<file path="config.mk">
export PLATFORM = sky130hd
export DESIGN_NAME = alu_issue_ctrl_flat
export DESIGN_NICKNAME = d
export VERILOG_FILES = /design/src/rtl/alu_issue_ctrl_pkg.sv /design/src/rtl/alu_issue_ctrl_if.sv /design/src/rtl/alu_issue_ctrl_fifo.sv /design/src/rtl/alu_issue_ctrl.sv /design/src/flat_wrapper.sv
export SDC_FILE = /design/constraint.sdc
export NUM_CORES = 1
export LEC_CHECK = 0
export ABC_CLOCK_PERIOD_IN_PS = 5030
export BUFFER_PORTS_ARGS = -buffer_cell sky130_fd_sc_hd__buf_4
export CAP_MARGIN = 20
export CORE_UTILIZATION = 45
export DETAILED_ROUTE_END_ITERATION = 7
export PLACE_DENSITY = 0.76
export SKIP_CTS_REPAIR_TIMING = 1
export SLEW_MARGIN = 20
export SYNTH_ARGS = -nofsm -noshare
export SYNTH_HDL_FRONTEND = slang
export SYNTH_HIERARCHICAL = 1
export SYNTH_SLANG_ARGS = --single-unit
export TNS_END_PERCENT = 5
</file>
<file path="constraint.sdc">
create_clock -name clk -period 5.03 [get_ports clk]
set_input_delay 0.7545 -clock clk [delete_from_list [all_inputs] [get_ports clk]]
set_output_delay 0.7545 -clock clk [all_outputs]
set_load 0.05 [all_outputs]
</file>
<file path="src/rtl/alu_issue_ctrl_pkg.sv">
// Shared constants and types for the ALU issue controller: opcode and flag
// widths, flag bit positions, FSM state encoding and the response record.
package alu_pkg;
    localparam int OPCODE_W = 4;
    localparam int FLAG_Z   = 0;
    localparam int FLAG_C   = 1;
    localparam int FLAG_V   = 2;
    localparam int FLAG_N   = 3;
    localparam int FLAG_DBZ = 4;
    localparam int FLAGS_W  = 5;
    localparam int ALU_W    = 32;

    typedef enum logic {IDLE, EXEC} issue_state_e;

    // Response record at the default 32-bit ALU width
    typedef struct packed {
        logic [ALU_W-1:0]   result;
        logic [FLAGS_W-1:0] flags;
    } alu_rsp_t;
endpackage

</file>
<file path="src/rtl/alu_issue_ctrl_if.sv">
// Request and response handshake channels of the ALU issue controller.
interface alu_issue_ctrl_if #(parameter int WIDTH = 32);
    import alu_pkg::*;
    logic                req_valid;
    logic                req_ready;
    logic [WIDTH-1:0]    req_a;
    logic [WIDTH-1:0]    req_b;
    logic [OPCODE_W-1:0] req_opcode;
    logic                rsp_valid;
    logic                rsp_ready;
    logic [WIDTH-1:0]    rsp_result;
    logic [FLAGS_W-1:0]  rsp_flags;

    modport slave (
        input  req_valid, req_a, req_b, req_opcode, rsp_ready,
        output req_ready, rsp_valid, rsp_result, rsp_flags
    );
    modport master (
        output req_valid, req_a, req_b, req_opcode, rsp_ready,
        input  req_ready, rsp_valid, rsp_result, rsp_flags
    );
endinterface

</file>
<file path="src/rtl/alu_issue_ctrl_fifo.sv">
// First-word-fall-through response FIFO with occupancy count; a pop is only
// honoured while the head is valid, so an empty FIFO never underflows.
module alu_rsp_fifo #(
    parameter int W     = 37,
    parameter int DEPTH = 4
) (
    input  logic                     clk,
    input  logic                     rst_n,
    input  logic                     push,
    input  logic [W-1:0]             push_data,
    input  logic                     pop_ready,
    output logic                     head_valid,
    output logic [W-1:0]             head_data,
    output logic [$clog2(DEPTH):0]   count
);
    localparam int AW = $clog2(DEPTH);

    logic [W-1:0]  mem [DEPTH];
    logic [AW-1:0] wptr, rptr;
    logic          pop;

    assign head_valid = (count != '0);
    assign head_data  = mem[rptr];
    assign pop        = head_valid && pop_ready;

    always_ff @(posedge clk or negedge rst_n) begin
        if (!rst_n) begin
            for (int i = 0; i < DEPTH; i++) mem[i] <= '0;
            wptr  <= '0;
            rptr  <= '0;
            count <= '0;
        end else begin
            if (push) begin
                mem[wptr] <= push_data;
                wptr      <= wptr + 1'b1;
            end
            if (pop) rptr <= rptr + 1'b1;
            case ({push, pop})
                2'b10:   count <= count + 1'b1;
                2'b01:   count <= count - 1'b1;
                default: count <= count;
            endcase
        end
    end
endmodule

</file>
<file path="src/rtl/alu_issue_ctrl.sv">
// Issue/capture controller around a combinational ALU: registers one request
// onto the ALU inputs, waits SETTLE cycles, then queues result and flags.
module alu_issue_ctrl
    import alu_pkg::*;
#(
    parameter int WIDTH  = 32,
    parameter int DEPTH  = 4,
    parameter int SETTLE = 1
) (
    input  logic                    clk,
    input  logic                    rst_n,
    alu_issue_ctrl_if.slave         bus,
    output logic [WIDTH-1:0]        alu_a,
    output logic [WIDTH-1:0]        alu_b,
    output logic [OPCODE_W-1:0]     alu_opcode,
    input  logic [WIDTH-1:0]        alu_result,
    input  logic                    alu_zero,
    input  logic                    alu_carry,
    input  logic                    alu_overflow,
    input  logic                    alu_negative,
    input  logic                    alu_div_by_zero,
    output logic                    busy,
    output logic [$clog2(DEPTH):0]  rsp_count
);
    localparam int CW    = $clog2(DEPTH) + 1;
    localparam int CNT_W = (SETTLE > 1) ? $clog2(SETTLE) : 1;

    issue_state_e         state, state_nxt;
    logic [CNT_W-1:0]     cnt, cnt_nxt;
    logic                 accept, capture;
    logic [FLAGS_W-1:0]   flags;

    // Only one op is ever in flight, so a free slot at accept guarantees room at capture
    assign bus.req_ready = rst_n && (state == IDLE) && (rsp_count < CW'(DEPTH));
    assign accept        = bus.req_valid && bus.req_ready;
    assign capture       = (state == EXEC) && (cnt == '0);
    assign busy          = (state == EXEC);

    always_comb begin
        flags           = '0;
        flags[FLAG_Z]   = alu_zero;
        flags[FLAG_C]   = alu_carry;
        flags[FLAG_V]   = alu_overflow;
        flags[FLAG_N]   = alu_negative;
        flags[FLAG_DBZ] = alu_div_by_zero;
    end

    always_comb begin
        state_nxt = state;
        cnt_nxt   = cnt;
        case (state)
            IDLE: if (accept) begin
                state_nxt = EXEC;
                cnt_nxt   = CNT_W'(SETTLE - 1);
            end
            EXEC: if (cnt == '0) state_nxt = IDLE;
                  else           cnt_nxt   = cnt - 1'b1;
            default: state_nxt = IDLE;
        endcase
    end

    always_ff @(posedge clk or negedge rst_n) begin
        if (!rst_n) begin
            state      <= IDLE;
            cnt        <= '0;
            alu_a      <= '0;
            alu_b      <= '0;
            alu_opcode <= '0;
        end else begin
            state <= state_nxt;
            cnt   <= cnt_nxt;
            if (accept) begin
                alu_a      <= bus.req_a;
                alu_b      <= bus.req_b;
                alu_opcode <= bus.req_opcode;
            end
        end
    end

    alu_rsp_fifo #(.W(WIDTH + FLAGS_W), .DEPTH(DEPTH)) u_fifo (
        .clk        (clk),
        .rst_n      (rst_n),
        .push       (capture),
        .push_data  ({alu_result, flags}),
        .pop_ready  (bus.rsp_ready),
        .head_valid (bus.rsp_valid),
        .head_data  ({bus.rsp_result, bus.rsp_flags}),
        .count      (rsp_count)
    );
endmodule

</file>
<file path="src/flat_wrapper.sv">
// flat-port wrapper written by rule: the top's interface ports become plain ports
module alu_issue_ctrl_flat import alu_pkg::*;
#(
    parameter int WIDTH  = 32,
    parameter int DEPTH  = 4,
    parameter int SETTLE = 1
)
  (clk, rst_n, alu_a, alu_b, alu_opcode, alu_result, alu_zero, alu_carry, alu_overflow, alu_negative, alu_div_by_zero, busy, rsp_count, bus_req_valid, bus_req_a, bus_req_b, bus_req_opcode, bus_rsp_ready, bus_req_ready, bus_rsp_valid, bus_rsp_result, bus_rsp_flags);
  alu_issue_ctrl_if #(.WIDTH(WIDTH)) bus_i ();
  input  logic clk;
  input  logic rst_n;
  output logic [WIDTH-1:0] alu_a;
  output logic [WIDTH-1:0] alu_b;
  output logic [OPCODE_W-1:0] alu_opcode;
  input  logic [WIDTH-1:0] alu_result;
  input  logic alu_zero;
  input  logic alu_carry;
  input  logic alu_overflow;
  input  logic alu_negative;
  input  logic alu_div_by_zero;
  output logic busy;
  output logic [$clog2(DEPTH):0] rsp_count;
  input wire logic [$bits(bus_i.req_valid)-1:0] bus_req_valid;
  input wire logic [$bits(bus_i.req_a)-1:0] bus_req_a;
  input wire logic [$bits(bus_i.req_b)-1:0] bus_req_b;
  input wire logic [$bits(bus_i.req_opcode)-1:0] bus_req_opcode;
  input wire logic [$bits(bus_i.rsp_ready)-1:0] bus_rsp_ready;
  output wire logic [$bits(bus_i.req_ready)-1:0] bus_req_ready;
  output wire logic [$bits(bus_i.rsp_valid)-1:0] bus_rsp_valid;
  output wire logic [$bits(bus_i.rsp_result)-1:0] bus_rsp_result;
  output wire logic [$bits(bus_i.rsp_flags)-1:0] bus_rsp_flags;
  assign bus_i.req_valid = bus_req_valid;
  assign bus_i.req_a = bus_req_a;
  assign bus_i.req_b = bus_req_b;
  assign bus_i.req_opcode = bus_req_opcode;
  assign bus_i.rsp_ready = bus_rsp_ready;
  assign bus_req_ready = bus_i.req_ready;
  assign bus_rsp_valid = bus_i.rsp_valid;
  assign bus_rsp_result = bus_i.rsp_result;
  assign bus_rsp_flags = bus_i.rsp_flags;
  alu_issue_ctrl #(.WIDTH(WIDTH), .DEPTH(DEPTH), .SETTLE(SETTLE)) u_core (.clk(clk), .rst_n(rst_n), .bus(bus_i), .alu_a(alu_a), .alu_b(alu_b), .alu_opcode(alu_opcode), .alu_result(alu_result), .alu_zero(alu_zero), .alu_carry(alu_carry), .alu_overflow(alu_overflow), .alu_negative(alu_negative), .alu_div_by_zero(alu_div_by_zero), .busy(busy), .rsp_count(rsp_count));
endmodule
</file>
==> impl_metrics.env <==
export IMPL_status="completed"
export IMPL_cts_tree="built"
export IMPL_rows=52
export IMPL_syn_inst=537
export IMPL_path_cells="buf_4 -> mux4_2 -> buf_4"
export IMPL_cp_required_ps=4280
export IMPL_overflow=0
export IMPL_start_kind="flop"
export IMPL_drt_met1_wl_mm=7.94
export IMPL_initial_core_util_pct=46.3
export IMPL_worstPathMaxFanout=27
export IMPL_cts_htree_levels=1
export IMPL_wl_met2_mm=10.3
export IMPL_ys_seq_elements=224
export IMPL_synth_avg_cell_area_um2=17.6
export IMPL_wirelength_mm=19.9
export IMPL_drive_gt1_share_pct=66.8
export IMPL_chipWidth_um=147
export IMPL_grt_max_degree=85
export IMPL_grt_pass1_wl_mm=32.5
export IMPL_rrSetupSlack_ps=2670
export IMPL_clk_insertion_delay_late_ps=500
export IMPL_cts_buffer_depth=3
export IMPL_fin_crit_sh_pct=67.9
export IMPL_syn2layout_area_growth_pct=26.8
export IMPL_clkSinkCount=224
export IMPL_drv_cap=0
export IMPL_path_class="reg -> out"
export IMPL_worst_path_max_delay_cell="dfrtp_2"
export IMPL_final_cell_mix="dfrtp_1, buf_4, mux2_2, mux4_2, clkbuf_16"
export IMPL_highest_layer="met4"
export IMPL_yosysUniqueCellTypes=23
export IMPL_numPortBuffers=219
export IMPL_maxSlewHeadroom_pct=30.8
export IMPL_fin_worst_skew_ps=6.03
export IMPL_grt_pass1_vias=6307
export IMPL_worst_path_most_repeated_cell="buf_4"
export IMPL_vias_per_cell=5.18
export IMPL_synthTopCellsByArea="dfrtp_1, mux2_2, mux4_2"
export IMPL_yosysSeqAreaShare_pct=59.3
export IMPL_place_congestion=0.693
export IMPL_synth_area_um2=9450
export IMPL_path_delay_family="flip-flops"
export IMPL_synth_top_cell_by_area="dfrtp_1"
export IMPL_finalWorstPathRequiredPeriod_ps=3410
export IMPL_antenna_left=0
export IMPL_cts_buffers=24
export IMPL_maxSlewViolCount=0
export IMPL_drt_iter0_drc=144
export IMPL_nets=872
export IMPL_clk_pin_slew_worst_paths_ps=60
export IMPL_cts_root_buf="clkbuf_16"
export IMPL_routed_wl_met3_mm=1.39
export IMPL_cp_startpoint="u_core/u_fifo/rptr[0]$_DFFE_PN0P_"
export IMPL_crit_path_max_incr_delay_ps=950
export IMPL_yosys_warnings=6
export IMPL_fin_ws_ps=1620
export IMPL_hp_class="in -> async"
export IMPL_fmax_mhz=293
export IMPL_fin_setup_tns_ps=0
export IMPL_syn_nets=652
export IMPL_boundaryPins=220
export IMPL_path_buf_inv=2
export IMPL_worstPathArrival_ps=2660
export IMPL_drc=0
export IMPL_vias=5409
export IMPL_dieArea_um2=21600
export IMPL_hold_viol=0
export IMPL_setup_viol=0
export IMPL_antenna_found_initial=0
export IMPL_drt_wirelength_per_cell_um=19.1
export IMPL_worst_pin_slew_ps=1040
export IMPL_dpl_hpwl_mm=13.3
export IMPL_reg2reg_depth=3
export IMPL_synth_top_area_share_pct=59.3
export IMPL_worstSetupEndpointType="output pin"
export IMPL_grt_usage_pct=19.0
export IMPL_firstDrtPassIters=4
export IMPL_final_common_cell="dfrtp_1"
export IMPL_r2r_end="u_core/alu_opcode[3]$_DFFE_PN0P_"
export IMPL_r2r_start="u_core/busy$_DFF_PN0_"
export IMPL_core_area_um2=20400
export IMPL_rsz0062_at_grt="false"
export IMPL_diodes=0
export IMPL_die_h_um=147
export IMPL_dpl_worst_slack_ps=2050
==> worst max path at each step <==
| stage | cells past startpoint | slack (ps) | to |
|---|---|---|---|
| after CTS | 3 | 1510 | bus_rsp_flags[4] |
| after global routing | 3 | 1400 | bus_rsp_flags[1] |
| after detailed placement | 3 | 2050 | bus_rsp_flags[4] |
| final | 3 | 1620 | bus_rsp_flags[4] |
| after floorplan | 1 | 2380 | bus_req_ready |
| after global placement | 3 | 2040 | bus_rsp_flags[3] |
==> flip-flops by register name (all words and copies together) (netlist names) <==
register,cells
u_core/alu_a,32
u_core/alu_b,32
u_core/alu_opcode,4
u_core/busy,1
u_core/u_fifo/count,3
u_core/u_fifo/mem,148
u_core/u_fifo/rptr,2
u_core/u_fifo/wptr,2
==> Yosys cell counts <==
| cell type | instances |
|---|---|
| buf_12 | 2 |
| buf_2 | 3 |
| buf_4 | 8 |
| buf_6 | 15 |
| clkbuf_1 | 1 |
| dfrtp_1 | 224 |
| fa_1 | 1 |
| ha_1 | 5 |
| inv_1 | 6 |
| mux2_2 | 207 |
| mux2_4 | 9 |
| mux2i_1 | 1 |
| mux4_2 | 37 |
| nand2_1 | 2 |
| nand2_2 | 4 |
| nor2_1 | 1 |
| nor3b_1 | 1 |
| nor4bb_4 | 1 |
| o21ai_0 | 1 |
| o31a_1 | 1 |
| or3_1 | 1 |
| xnor2_1 | 2 |
| xor2_1 | 4 |
==> cells by family (layout without fill, tap and decap cells) <==
family	after synthesis	in the layout	share of synthesized area, %
multiplexers	254	254	35.0
AO/OA/AOI/OAI	2	2	0.146
AND/OR/NAND/NOR	10	10	0.794
XOR/XNOR	6	6	0.556
buffers and inverters	35	272	3.28
adder cells (fa/ha/maj)	6	6	0.874
flip-flops	224	224	59.3
==> per-stage QoR <==
step | cells | area [um2] | util, % | hold WS, ps
finish | 1044 | 12000 | 58.7 | 180
floorplan | 537 | 9450 | - | 459
CTS | 1044 | 12000 | 58.5 | 186
global placement | 1001 | 11200 | 54.7 | 482
global route | 1044 | 12000 | 58.7 | 203
detailed placement | 1001 | 11200 | 54.7 | 488
==> layer usage <==
| layer | vias up | GRT usage [%] |
|---|---|---|
| li1 | 2406 | - |
| met1 | 2799 | 23.0 |
| met2 | 184 | 33.7 |
| met3 | 20 | 5.25 |
| met4 | 0 | 4.59 |
| met5 | - | 0 |
==> layout make-up <==
type / count / area [um2]
clock buffers: 42 / 769
repair buffers: 223 / 1690
inverters: 6 / 22.5
well taps: 270 / 338
flip-flops and latches: 224 / 5610
clock inverters: 1 / 5.00
fillers: 1591 / 8440
multi-input cells: 278 / 3550
Power is left out: the tool's default activity adds up to more than one toggle a clock period on the data nets, which glitch-free logic cannot reach.
